$ cat src/rtl/mem_access_stage.sv
// Pipeline memory stage: drives a 1-cycle-latency word memory, extracts/extends loads,
// merges store-byte via read-modify-write, and holds the MEM/WB register.
module mem_access_stage #(
  parameter int ADDR_W = 32
) (
  input  logic              clk_i,
  input  logic              rst_n_i,
  input  logic [31:0]       alu_result_i,
  input  logic [31:0]       mem_wd_i,
  input  logic              mem_we_i,
  input  logic [1:0]        mem_data_sel_i,
  input  logic [4:0]        wr_i,
  input  logic [1:0]        wd_sel_i,
  input  logic              regfile_we_i,
  input  logic [31:0]       return_pc_i,
  input  logic [31:0]       current_pc_i,
  input  logic              is_sb_i,
  output logic              stall_o,
  output logic [ADDR_W-1:0] dmem_addr_o,
  output logic              dmem_re_o,
  output logic              dmem_we_o,
  output logic [31:0]       dmem_wdata_o,
  input  logic [31:0]       dmem_rdata_i,
  output logic [31:0]       wb_data_o,
  output logic [4:0]        wr_o,
  output logic              regfile_we_o,
  output logic [31:0]       current_pc_o
);

  typedef enum logic [1:0] {IDLE, LOAD_WAIT, SB_MERGE} state_t;

  state_t      state_reg, state_next;
  logic [31:0] wb_data_reg, current_pc_reg;
  logic [4:0]  wr_reg;
  logic        regfile_we_reg;

  logic [1:0]  off;
  logic [31:0] word_addr;
  logic [31:0] merged_word;
  logic [7:0]  lane_byte;
  logic [15:0] lane_half;
  logic [31:0] load_data;
  logic [31:0] wb_mux;
  logic        re_next, we_next, stall_next, bubble_next;
  logic [31:0] wdata_next;

  assign off         = alu_result_i[1:0];
  assign word_addr   = {alu_result_i[31:2], 2'b00};
  assign dmem_addr_o = word_addr[ADDR_W-1:0];

  // Store-byte merge: replace only the addressed lane of the word just read.
  generate
    for (genvar gi = 0; gi < 4; gi++) begin : g_merge_lane
      assign merged_word[8*gi +: 8] = (off == gi[1:0]) ? mem_wd_i[7:0]
                                                       : dmem_rdata_i[8*gi +: 8];
    end
  endgenerate

  always_comb begin
    lane_byte = dmem_rdata_i[{off, 3'b000} +: 8];
    lane_half = off[1] ? dmem_rdata_i[31:16] : dmem_rdata_i[15:0];
    case (mem_data_sel_i)
      2'b00:   load_data = dmem_rdata_i;
      2'b01:   load_data = {{24{lane_byte[7]}}, lane_byte};
      2'b10:   load_data = {24'h000000, lane_byte};
      default: load_data = {{16{lane_half[15]}}, lane_half};
    endcase
  end

  always_comb begin
    case (wd_sel_i)
      2'b01:   wb_mux = load_data;
      2'b10:   wb_mux = return_pc_i;
      default: wb_mux = alu_result_i;
    endcase
  end

  always_comb begin
    state_next  = state_reg;
    re_next     = 1'b0;
    we_next     = 1'b0;
    stall_next  = 1'b0;
    bubble_next = 1'b0;
    wdata_next  = mem_wd_i;
    case (state_reg)
      IDLE: begin
        if (mem_we_i) begin
          if (is_sb_i) begin
            re_next     = 1'b1;
            stall_next  = 1'b1;
            bubble_next = 1'b1;
            state_next  = SB_MERGE;
          end else begin
            we_next = 1'b1;
          end
        end else if (wd_sel_i == 2'b01) begin
          re_next     = 1'b1;
          stall_next  = 1'b1;
          bubble_next = 1'b1;
          state_next  = LOAD_WAIT;
        end
      end
      LOAD_WAIT: state_next = IDLE;
      SB_MERGE: begin
        we_next    = 1'b1;
        wdata_next = merged_word;
        state_next = IDLE;
      end
      default: state_next = IDLE;
    endcase
  end

  // Reset suppresses strobes combinationally so an aborted read-modify-write never writes.
  assign dmem_re_o    = re_next & rst_n_i;
  assign dmem_we_o    = we_next & rst_n_i;
  assign stall_o      = stall_next & rst_n_i;
  assign dmem_wdata_o = wdata_next;

  always_ff @(posedge clk_i) begin
    if (!rst_n_i) begin
      state_reg      <= IDLE;
      wb_data_reg    <= 32'h0;
      wr_reg         <= 5'd0;
      regfile_we_reg <= 1'b0;
      current_pc_reg <= 32'h0;
    end else begin
      state_reg      <= state_next;
      current_pc_reg <= current_pc_i;
      if (bubble_next) begin
        wr_reg         <= 5'd0;
        regfile_we_reg <= 1'b0;
      end else begin
        wb_data_reg    <= wb_mux;
        wr_reg         <= wr_i;
        regfile_we_reg <= regfile_we_i;
      end
    end
  end

  assign wb_data_o    = wb_data_reg;
  assign wr_o         = wr_reg;
  assign regfile_we_o = regfile_we_reg;
  assign current_pc_o = current_pc_reg;

endmodule

$ cat config.mk
export PLATFORM = sky130hd
export DESIGN_NAME = mem_access_stage
export DESIGN_NICKNAME = d
export VERILOG_FILES = /design/src/rtl/mem_access_stage.sv
export SDC_FILE = /design/constraint.sdc
export NUM_CORES = 1
export LEC_CHECK = 0
export ABC_AREA = 1
export CAP_MARGIN = 20
export CORE_AREA = 2 2 120 122
export DETAILED_ROUTE_END_ITERATION = 10
export DIE_AREA = 0 0 122 124
export GPL_TIMING_DRIVEN = 0
export PLACE_DENSITY = 0.75
export SYNTH_ARGS = -nofsm -noshare
export SYNTH_HDL_FRONTEND = slang
export SYNTH_SLANG_ARGS = --single-unit
$ cat constraint.sdc
create_clock -name clk_i -period 2.3 [get_ports clk_i]
set_input_delay 0.46 -clock clk_i [delete_from_list [all_inputs] [get_ports clk_i]]
set_output_delay 0.46 -clock clk_i [all_outputs]
set_load 0.005 [all_outputs]
==> flow_summary.toml <==
[outcome]
status = "complete, no violations"

[synthesis]
yosysWarnings = 0
syn_area_um2 = 4600
ys.flop_type = "dfxtp_1"
muxShareOfSynthArea = 0.0171
synth_cell_types = 29
ys_seq_elements = 72
synthXorXnorAreaFrac = 0
synth.area.top_cells = "dfxtp_1, nand2_1, a21oi_1"
synthCells = 749
synth_top_family_by_area = "simple AND/OR/NAND/NOR gates"
yosys.area_share.simple = 0.342
synth_top_area_share = 0.313
avgSynthCellArea_um2 = 6.14
synth_top_area_cell = "dfxtp_1"
synth_edf_count = 0
synth_compound_area_frac = 0.147
ys_async_sr_fraction = 0
yosys.area_share.adder = 0.00544
seq_area_frac_synth = 0.313

[global_route]
grt_use_total = 0.247
grt_pass1_vias = 5552
antenna_found_initial = 2
grt_overflow = 0
grt_pass1_wl_um = 28400
grt_max_degree = 12

[critical_path]
endpoint = "dmem_wdata_o[4]"
critical_path_class = "flop to output pin"
r2r_slack_ns = 0.93
crit_start = "state_reg[1]"
crit_chain = "inv_4 -> nor2_4 -> buf_12 -> buf_4 -> nand2_2 -> mux2_1 -> dlygate4sd2_1"
cp_max_fo = 6
cp-start-kind = "flop"
reg2reg_depth = 9
arrival_ns = 1.75
cp.required_ns = 1.84
regToRegStartpoint = "state_reg[0]"
regToRegEndpoint = "wb_data_o[22]"
cp-end-kind = "output pin"
crit_path_max_incr_delay_ns = 0.35
slowest_stage = "dfxtp_2"

[clock_network]
cts.sinks = 72
cts_tree = "done"
cts.htree.levels = 3
clkTransAtPathRegs_ns = 0.06
clockBufferDepth = 2
root_buffer = "clkbuf_16"
worst_skew_pair.late_latency_ns = 0.34
numCtsBuffers = 9

[drt]
drtPass1Iterations = 5
vias = 5771
drtIter0Drc = 330
post-route-drc-count = 0
viasPerCell = 4.57
routedWlPerCell_um = 15.1
ant_nets = 0
wl_um = 19100

[placed_design]
dp_slack_ns = -0.896
place_congestion = 0.951
port_buffers = 306
hpwl_um = 15500

[cells_and_area]
drive_gt1_frac = 0.123
area_growth_pct = 82.2
nets = 1254
final_common_cell = "nand2_1"
final_cell_mix = "nand2_1, clkdlybuf4s50_1, inv_1"
fillers = 1310

[timing]
fin_skew_ns = 0.00436
setup_viol = 0
period_needed_ns = 2.21
rsz0062_at_grt = "false"
fin_crit_sh = 0.963
finalHoldViolations = 0
worst_slack_ns = 0.0862
slew_violations = 0
fmax_mhz = 452

[floorplan]
die_h_um = 124
placementRows = 43
start_util = 0.335
fp.dieW_um = 122
coreArea_um2 = 13700
ios = 311
die_area_um2 = 15100

[power_and_ir_drop]
switching_power_mw = 1.18
power_mw = 4.19
clockPowerShare = 0.335
irDropWorstVdd_mv = 0.509
leakage_nw = 4.15
p_comb_frac = 0.334
p_seq_frac = 0.331
p_int_mw = 3.02
swShare = 0.280
pwr_density_cell_nw_per_um2 = 500

[job]
max_cap_viol_count = 0

[min_path]
min_path_type = "flop to flop"
[stage by stage]
stage / std cells / area, um2 / hold slack (ns) / setup TNS [ns] / util
after global routing: 1262 / 8380 / 0.466 / 0 / 0.611
final: 1262 / 8380 / 0.450 / 0 / 0.611
after CTS: 1261 / 8350 / 0.453 / -0.331 / 0.608
after global placement: 1236 / 7890 / 0.436 / -20.43 / 0.575
after floorplan: 750 / 4600 / 0.446 / 0 / -
after detailed placement: 1236 / 7890 / 0.442 / -21.67 / 0.575
[metal layers]
layer	share of wire	up-vias	GRT usage
met5	0	-	0
met1	0.37	2492	0.258
met3	0.10	44	0.0829
met2	0.49	276	0.449
li1	-	2959	-
met4	0.034	0	0.114
[logic make-up (layout without fill, tap and decap cells)]
logic type      after synthesis  after routing
compound gates              117            117
fa+ha+maj                     2              2
buf+inv                     158            488
flops                        72             72
mux                           7              7
other cells                   1              3
simple gates                392            393
[how the worst min path moves through the flow]
stage                        from            end  slack, ns  depth (start not counted)
floorplan            wb_data_o[0]   wb_data_o[0]       0.45                          2
global placement    wb_data_o[14]  wb_data_o[14]       0.44                          2
detailed placement  wb_data_o[17]  wb_data_o[17]       0.44                          2
CTS                  wb_data_o[0]   wb_data_o[0]       0.45                          2
global route        wb_data_o[13]  wb_data_o[13]       0.47                          2
finish               wb_data_o[0]   wb_data_o[0]       0.45                          2
[power by group through the flow]
stage | clock network, mW | logic (mW) | registers, mW
finish | 1.41 | 1.40 | 1.39
global placement | 0 | 1.38 | 1.41
detailed placement | 0 | 1.39 | 1.41
CTS | 1.44 | 1.40 | 1.39
floorplan | 0 | 0.541 | 1.42
global route | 1.48 | 1.53 | 1.40
[critical path: cells and delay by family, from the launching register on]
kind	cells	cell delay, ns
simple gates	2	0.20
buf+inv	4	0.57
mux	1	0.31
flops	1	0.35
[cells in the mapped netlist, drive strengths merged (4+ instances only)]
library cell,n
inv,86
nand4,8
a21boi,7
a21oi,82
o21ai,4
mux2,7
dfxtp,72
a31oi,24
nand2,326
nand3,18
nor2,38
clkbuf,13
buf,59
[final cells by class]
cell class                      count  area, um2  share of cell area
Antenna cell                        1       2.50            0.000299
Buffer                             72        524              0.0626
Clock buffer                       11        253              0.0302
Clock inverter                      3       42.5             0.00508
Inverter                           86        330              0.0394
Multi-Input combinational cell    521       2420               0.289
Sequential cell                    72       1440               0.172
Tap cell                          180        225              0.0269
Timing Repair Buffer              316       3130               0.374
[timing repair]
item                                   in CTS  in global routing
hold buffers                                0                  0
endpoints found under the hold margin       0                  0
resized for setup                          69                 14
pin swaps                                   5                  1
setup endpoints to repair                  35                  9
buffers inserted                            9                  0
cloned                                      2                  0
No activity file was read; power rests on OpenSTA's default activity.
